**config.mk**
```make
export PLATFORM = sky130hd
export DESIGN_NAME = mem_stage_bus
export DESIGN_NICKNAME = d
export VERILOG_FILES = /design/src/rtl/mem_stage_bus.sv
export SDC_FILE = /design/constraint.sdc
export NUM_CORES = 1
export LEC_CHECK = 0
export CORE_ASPECT_RATIO = 0.8
export CORE_MARGIN = 2
export CORE_UTILIZATION = 40
export CTS_BUF_LIST = sky130_fd_sc_hd__clkbuf_16
export CTS_CLUSTER_DIAMETER = 80
export DETAILED_ROUTE_END_ITERATION = 8
export PLACE_DENSITY = 0.83
export REMOVE_ABC_BUFFERS = 1
export SLEW_MARGIN = 20
export SYNTH_ARGS = -nofsm -noshare
export SYNTH_HDL_FRONTEND = slang
export SYNTH_SLANG_ARGS = --single-unit
```
**constraint.sdc**
```tcl
create_clock -name clk -period 2.3 [get_ports clk]
set_clock_uncertainty 0.1 [all_clocks]
set_input_delay 0.23 -clock clk [delete_from_list [all_inputs] [get_ports clk]]
set_output_delay 0.23 -clock clk [all_outputs]
set_load 0.02 [all_outputs]
```
**src/rtl/mem_stage_bus.sv**
```systemverilog
// MEM stage with a req/ack data-memory bus master, byte-lane stores, extended loads and MEM/WB register.
// Optional watchdog abort of stuck transactions is enabled with `define MEM_TIMEOUT_EN.
module mem_stage_bus #(
    parameter int NB_DATA        = 32,
    parameter int NB_ADDR        = 8,
    parameter int NB_REG         = 5,
    parameter int TIMEOUT_CYCLES = 64
) (
    input  logic                 clk,
    input  logic                 i_reset,
    input  logic                 i_halt,
    input  logic [NB_DATA-1:0]   i_result,
    input  logic [NB_DATA-1:0]   i_data4Mem,
    input  logic [NB_REG-1:0]    i_reg2write,
    input  logic [1:0]           i_width,
    input  logic                 i_sign_flag,
    input  logic                 i_memRead,
    input  logic                 i_memWrite,
    input  logic                 i_mem2reg,
    input  logic                 i_regWrite,
    output logic                 o_mem_req,
    output logic                 o_mem_we,
    output logic [NB_DATA/8-1:0] o_mem_be,
    output logic [NB_ADDR-1:0]   o_mem_addr,
    output logic [NB_DATA-1:0]   o_mem_wdata,
    input  logic [NB_DATA-1:0]   i_mem_rdata,
    input  logic                 i_mem_ack,
    output logic                 o_stall,
    output logic                 o_misaligned,
    output logic                 o_bus_error,
    output logic [NB_DATA-1:0]   o_reg_read,
    output logic [NB_DATA-1:0]   o_ALUresult,
    output logic [NB_REG-1:0]    o_reg2write,
    output logic                 o_mem2reg,
    output logic                 o_regWrite
);

    localparam int NB_BYTES = NB_DATA / 8;
    localparam int OFF_W    = $clog2(NB_BYTES);

    typedef enum logic {IDLE, BUSY} state_t;

    state_t               state;
    state_t               state_next;

    logic [OFF_W-1:0]     offset;
    logic [NB_ADDR-1:0]   word_addr;
    logic                 mem_access;
    logic                 misaligned_cond;
    logic                 misaligned_hit;
    logic                 start;
    logic                 done;
    logic                 abort;
    logic                 timeout;

    logic [NB_BYTES-1:0]  store_be;
    logic [NB_DATA-1:0]   store_data;

    logic [1:0]           lat_width;
    logic                 lat_sign;
    logic [OFF_W-1:0]     lat_off;
    logic                 lat_read;
    logic [NB_DATA-1:0]   lat_result;
    logic [NB_REG-1:0]    lat_reg;
    logic                 lat_mem2reg;
    logic                 lat_regwrite;

    logic [NB_DATA-1:0]   shifted;
    logic [NB_DATA-1:0]   load_val;

    assign offset     = i_result[OFF_W-1:0];
    assign word_addr  = i_result[OFF_W +: NB_ADDR];
    assign mem_access = i_memRead | i_memWrite;

    // Dword accesses have no legal encoding on a 32-bit bus.
    always_comb begin
        misaligned_cond = 1'b0;
        case (i_width)
            2'b00:   misaligned_cond = 1'b0;
            2'b01:   misaligned_cond = offset[0];
            2'b10:   misaligned_cond = (offset[1:0] != 2'b00);
            default: misaligned_cond = (NB_DATA == 32) || (offset != '0);
        endcase
    end

    assign start          = (state == IDLE) & ~i_halt & mem_access & ~misaligned_cond;
    assign misaligned_hit = (state == IDLE) & ~i_halt & mem_access &  misaligned_cond;
    assign done           = (state == BUSY) & (i_mem_ack | timeout);
    assign abort          = timeout & ~i_mem_ack;

    assign o_mem_req = (state == BUSY);
    assign o_stall   = i_reset & (start | ((state == BUSY) & ~done));

    always_comb begin
        store_be   = '1;
        store_data = i_data4Mem;
        case (i_width)
            2'b00: begin
                store_data = {NB_BYTES{i_data4Mem[7:0]}};
                store_be   = NB_BYTES'(1) << offset;
            end
            2'b01: begin
                store_data = {(NB_BYTES/2){i_data4Mem[15:0]}};
                store_be   = NB_BYTES'(3) << offset;
            end
            2'b10: begin
                store_data = {(NB_BYTES/4){i_data4Mem[31:0]}};
                store_be   = NB_BYTES'(15) << offset;
            end
            default: begin
                store_data = i_data4Mem;
                store_be   = '1;
            end
        endcase
        if (!i_memWrite) begin
            store_be = '1;
        end
    end

    // Load data is aligned down to lane 0, then truncated and extended.
    always_comb begin
        shifted  = i_mem_rdata >> {lat_off, 3'b000};
        load_val = shifted;
        case (lat_width)
            2'b00:   load_val = lat_sign ? NB_DATA'($signed(shifted[7:0]))  : NB_DATA'(shifted[7:0]);
            2'b01:   load_val = lat_sign ? NB_DATA'($signed(shifted[15:0])) : NB_DATA'(shifted[15:0]);
            2'b10:   load_val = lat_sign ? NB_DATA'($signed(shifted[31:0])) : NB_DATA'(shifted[31:0]);
            default: load_val = shifted;
        endcase
    end

    always_comb begin
        state_next = state;
        case (state)
            IDLE:    if (start) state_next = BUSY;
            BUSY:    if (done)  state_next = IDLE;
            default: state_next = IDLE;
        endcase
    end

    always_ff @(posedge clk or negedge i_reset) begin
        if (!i_reset) begin
            state <= IDLE;
        end else begin
            state <= state_next;
        end
    end

`ifdef MEM_TIMEOUT_EN
    localparam int CNT_W = $clog2(TIMEOUT_CYCLES + 1);

    logic [CNT_W-1:0] busy_cnt;

    assign timeout = (state == BUSY) & (busy_cnt == CNT_W'(TIMEOUT_CYCLES - 1));

    always_ff @(posedge clk or negedge i_reset) begin
        if (!i_reset) begin
            busy_cnt    <= '0;
            o_bus_error <= 1'b0;
        end else begin
            if (start) begin
                busy_cnt <= '0;
            end else if (state == BUSY) begin
                busy_cnt <= busy_cnt + CNT_W'(1);
            end
            if (abort) begin
                o_bus_error <= 1'b1;
            end
        end
    end
`else
    assign timeout     = 1'b0;
    assign o_bus_error = 1'b0;
`endif

    // The whole request is captured on entry to BUSY so the bus stays stable.
    always_ff @(posedge clk or negedge i_reset) begin
        if (!i_reset) begin
            o_mem_we     <= 1'b0;
            o_mem_be     <= '0;
            o_mem_addr   <= '0;
            o_mem_wdata  <= '0;
            lat_width    <= '0;
            lat_sign     <= 1'b0;
            lat_off      <= '0;
            lat_read     <= 1'b0;
            lat_result   <= '0;
            lat_reg      <= '0;
            lat_mem2reg  <= 1'b0;
            lat_regwrite <= 1'b0;
        end else if (start) begin
            o_mem_we     <= i_memWrite;
            o_mem_be     <= store_be;
            o_mem_addr   <= word_addr;
            o_mem_wdata  <= store_data;
            lat_width    <= i_width;
            lat_sign     <= i_sign_flag;
            lat_off      <= offset;
            lat_read     <= i_memRead;
            lat_result   <= i_result;
            lat_reg      <= i_reg2write;
            lat_mem2reg  <= i_mem2reg;
            lat_regwrite <= i_regWrite;
        end
    end

    // MEM/WB: bubbles while stalled or faulted, frozen by halt only when idle.
    always_ff @(posedge clk or negedge i_reset) begin
        if (!i_reset) begin
            o_reg_read   <= '0;
            o_ALUresult  <= '0;
            o_reg2write  <= '0;
            o_mem2reg    <= 1'b0;
            o_regWrite   <= 1'b0;
            o_misaligned <= 1'b0;
        end else begin
            o_misaligned <= misaligned_hit;
            if (state == BUSY) begin
                if (done && !abort) begin
                    if (lat_read) begin
                        o_reg_read <= load_val;
                    end
                    o_ALUresult <= lat_result;
                    o_reg2write <= lat_reg;
                    o_mem2reg   <= lat_mem2reg;
                    o_regWrite  <= lat_regwrite;
                end else begin
                    o_mem2reg  <= 1'b0;
                    o_regWrite <= 1'b0;
                end
            end else if (!i_halt) begin
                if (start || misaligned_hit) begin
                    o_mem2reg  <= 1'b0;
                    o_regWrite <= 1'b0;
                end else begin
                    o_ALUresult <= i_result;
                    o_reg2write <= i_reg2write;
                    o_mem2reg   <= i_mem2reg;
                    o_regWrite  <= i_regWrite;
                end
            end
        end
    end

endmodule

```
==> impl_summary.md <==
Synth
The largest total area in the synthesized netlist belongs to sky130_fd_sc_hd__dfrtp_1. Counting flops with an async set or reset pin after synthesis yields a share of 1.00. The summed instance area of the synthesized netlist is roughly 7100 sq um. In this run, distinct cell masters in the synthesized netlist total 38. A synthesized cell averages 11.1 sq um. In the post-synthesis netlist, the cell with the most instances is sky130_fd_sc_hd__dfrtp_1. Of the synthesized area, sequential elements account for 0.541. The cell count after synthesis is roughly 640. The area share of the leading cell type in the synthesized netlist is 0.541. The synthesized design contains between 150 and 200 register bits. Ranked by total cell area, the synthesized netlist is headed by sky130_fd_sc_hd__dfrtp_1, sky130_fd_sc_hd__mux2_2, sky130_fd_sc_hd__mux2i_1, sky130_fd_sc_hd__nand2_1, sky130_fd_sc_hd__o21ai_0. The warning count from the yosys run is 0. The number of flops mapped to enable cells by yosys is 0.

The most used flip-flop cell after synthesis is sky130_fd_sc_hd__dfrtp_1. Sorting the synthesized cells by how often they occur yields sky130_fd_sc_hd__dfrtp_1, sky130_fd_sc_hd__nand2_1, sky130_fd_sc_hd__mux2_2, sky130_fd_sc_hd__mux2i_1, sky130_fd_sc_hd__nor2_1.

STA
The highest clock rate is between 400 and 500 MHz. The slew of the pin with the lowest slew margin is a little under 0.9 ns. Of the available clock period, the critical path in the final layout requires 0.943. The final count of hold timing violations came to 0. Setup repair after global routing left no endpoint under its margin.

The final setup TNS is 0 ns. Setup violations remaining at the end of the flow were counted as 0. The post-route worst hold slack is around 0.17 ns. In this run the tightest slew margin relative to its limit is 0.418. The final count of pins violating max slew was 0.

The final period demand of the worst path is 2.17 ns.

Global route
The via count of the first global-routing pass came to between 5000 and 6000. The number of antenna violations at the first check in global routing came to 2. The first global-routing pass estimated ~31000 microns of wire. The aggregate global routing overflow is 0. In the global route stage, overall resource usage came out at 0.209. Entering global routing, the biggest net connects 154 pins.

Placed design
The final weighted congestion in routability-driven placement is between 0.8 and 0.9. Once detailed placement completed, the half-perimeter wirelength came to between 10000 and 15000 microns. Counting tap cells, the placed design contains a total of between 1000 and 1500 instances. The total of buffers placed on input and output ports is 230.

Routing
Dividing the detail-routed wire length by the instance count gives 17.6 microns. The initial DRC count is just under 300. Detailed routing inserted a total of 5794 vias. In the routed design, unresolved DRC markers number 0. The pre-antenna-repair detailed-routing pass consisted of 5 iterations.

The post-route antenna net violation count is 0. Wires add up to 19500 microns. Using the TritonRoute via totals, the vias-per-cell ratio works out to roughly 5.2.

Layout
Of the cells placed in the final design, the portion with a size suffix greater than 1 is 0.151. Across the whole layout, storage elements account for between 3000 and 4000 sq um. The synthesis-to-layout area growth is 45.5%.

The post-layout utilization of the core is 0.594. The largest registers in the layout are o_ALUresult: 32 flops, o_mem_wdata: 32 flops, o_reg_read: 32 flops. After filler insertion, the fill cell instance count of the layout stands at about 1500. 0 antenna diodes ended up in the layout. In the final design database the tool counted slightly below 1000 nets. Summing all multi-input logic gate instances after layout gives roughly 3000 sq um. The final cell count without fillers is roughly 1100.

Die
The die area is ~19000 sq um. The initial standard-cell utilization of the core is 0.408. The floorplan step set the die height to roughly 120 microns.

The floorplan core area is 17300 sq um. After floorplanning, the core was divided into between 40 and 50 placement rows. From left edge to right edge, the die measures between 150 and 200 microns. between 200 and 250 I/O pins were placed.

Worst hold path
The path class of the tightest hold or removal check is in2reg.

CTS
The count of H-tree levels built during CTS is 4. At the later pin of the worst-skew pair, clock insertion delay measures 0.41 ns. The CTS tree is built. The tree built by TritonCTS fans out to 153 sinks. The clock passes through at most 2 buffers. Counting the buffers created by CTS gives 17. The clock edge transition at the registers on the reported setup and hold paths is about 0.06 ns. The cell sitting at the root of the clock tree is a sky130_fd_sc_hd__clkbuf_16.

Power and ir drop
Of the total power, the share spent switching nets is 0.340. The part of the total power dissipated in sequential elements is 0.359. Of the total power, the clock network draws 0.244. The total power density per cell area is between 1000 and 1500 nW/um^2. Cell internal power was estimated by the tool at 7.62 mW. The peak supply drop is slightly above 0.5 mV. For this design the static power due to leakage is roughly 4.4 nW. The proportion of power drawn by combinational gates is 0.397.

The switching power is slightly below 4 mW.

Worst setup path
The data arrival time of the worst path is between 1.5 and 2 ns. The peak fanout along the critical path is 4. The type of element launching the critical path is an input pin. The endpoint required time on the critical path is around 2 ns. The critical path is of the in2out type. The kind of end point of the critical path is an output pin.

Status
The flow ran to the end, and the final reports show no timing, DRC or antenna violations.

Job
The number of maximum-capacitance violations is 0.
## layout by cell type (no fill, tap or decap), types with 2 or more instances in the layout
cell type	instances
sky130_fd_sc_hd__a21oi_1	38
sky130_fd_sc_hd__clkinv_4	2
sky130_fd_sc_hd__mux2i_1	55
sky130_fd_sc_hd__dfrtp_1	152
sky130_fd_sc_hd__nand2b_1	3
sky130_fd_sc_hd__a31oi_1	8
sky130_fd_sc_hd__a21o_1	2
sky130_fd_sc_hd__o211ai_1	8
sky130_fd_sc_hd__and2_1	9
sky130_fd_sc_hd__clkdlybuf4s50_1	225
sky130_fd_sc_hd__buf_4	32
sky130_fd_sc_hd__nor2b_1	5
sky130_fd_sc_hd__ha_1	5
sky130_fd_sc_hd__a22o_1	7
sky130_fd_sc_hd__nand2_1	74
sky130_fd_sc_hd__o22a_1	16
sky130_fd_sc_hd__clkinv_2	5
sky130_fd_sc_hd__dlygate4sd2_1	3
sky130_fd_sc_hd__o21ai_0	47
sky130_fd_sc_hd__buf_12	5
sky130_fd_sc_hd__clkbuf_16	17
sky130_fd_sc_hd__mux2_2	60
sky130_fd_sc_hd__nor3b_1	6
sky130_fd_sc_hd__nor2_1	49
sky130_fd_sc_hd__bufinv_16	3
sky130_fd_sc_hd__a22oi_1	16
sky130_fd_sc_hd__inv_1	6
sky130_fd_sc_hd__buf_6	2
sky130_fd_sc_hd__nand3_1	2
sky130_fd_sc_hd__a221oi_1	2
## layout make-up
class                           instances  area share
Clock buffer                           17      0.0413
Timing Repair Buffer                  268       0.258
Inverter                                4     0.00146
Sequential cell                       153       0.372
Clock inverter                         15      0.0156
Tap cell                              225      0.0273
Multi-Input combinational cell        425       0.285
## worst max-delay path: stages
cell and delay (ns):
sky130_fd_sc_hd__clkdlybuf4s50_1 0.47, sky130_fd_sc_hd__or2_1 0.29, sky130_fd_sc_hd__a2111oi_4 0.39, sky130_fd_sc_hd__a21o_1 0.16
sky130_fd_sc_hd__and2_1 0.15, sky130_fd_sc_hd__buf_4 0.14
## power by group through the flow
| stage | combinational (mW) | clock, mW | sequential (mW) |
|---|---|---|---|
| finish | 4.59 | 2.81 | 4.15 |
| global route | 4.90 | 3.00 | 4.27 |
| CTS | 4.63 | 2.87 | 4.16 |
| detailed placement | 4.59 | 0 | 4.19 |
| floorplan | 1.30 | 0 | 5.14 |
| global placement | 4.50 | 0 | 4.15 |
## through the flow
stage	area, sq um	total power, mW	setup slack (ns)
global route	10300	12.2	0.0715
finish	10300	11.6	0.132
global placement	9680	8.66	-0.566
detailed placement	9680	8.78	-0.613
CTS	10300	11.7	0.106
floorplan	6770	6.44	-3.18
## path summary, 6_finish.rpt
| check | startpoint | to | slack (ns) | cells after the start |
|---|---|---|---|---|
| max | i_result[0] | o_stall | 0.13 | 6 |
| min | i_width[0] | lat_width[0] | 0.17 | 2 |
| max reg2reg | o_mem_req | o_mem_addr[4] | 0.15 | 6 |
| min reg2reg | o_ALUresult[8] | o_ALUresult[8] | 0.38 | 2 |
| max in group asynchronous | i_reset | o_reg_read[14] | 0.98 | 3 |
| min in group asynchronous | i_reset | lat_result[14] | 0.41 | 3 |
## metal layers
metal  up-vias  routed length, microns  global-route usage
met5         -                      11                   0
met4         2                     179              0.0527
met3        18                    1860              0.0778
met2       228                    9120               0.335
met1      2847                    8340               0.270
li1       2699                       -                   -
## logic make-up after synthesis
group | after synthesis | share of synthesized area
AO/OA/AOI/OAI | 150 | 0.135
adder cells (fa/ha/maj) | 5 | 0.00884
buffers and inverters | 57 | 0.0453
flip-flops | 153 | 0.541
multiplexers | 116 | 0.176
other | 1 | 0.000530
AND/OR/NAND/NOR | 153 | 0.0932
## what timing repair did
item	CTS	global route
resized for setup	12	0
hold endpoints to repair	153	0
setup endpoints to repair	36	0
hold buffers	1	0
buffers inserted	2	0
(Power assumes the default switching activity.)
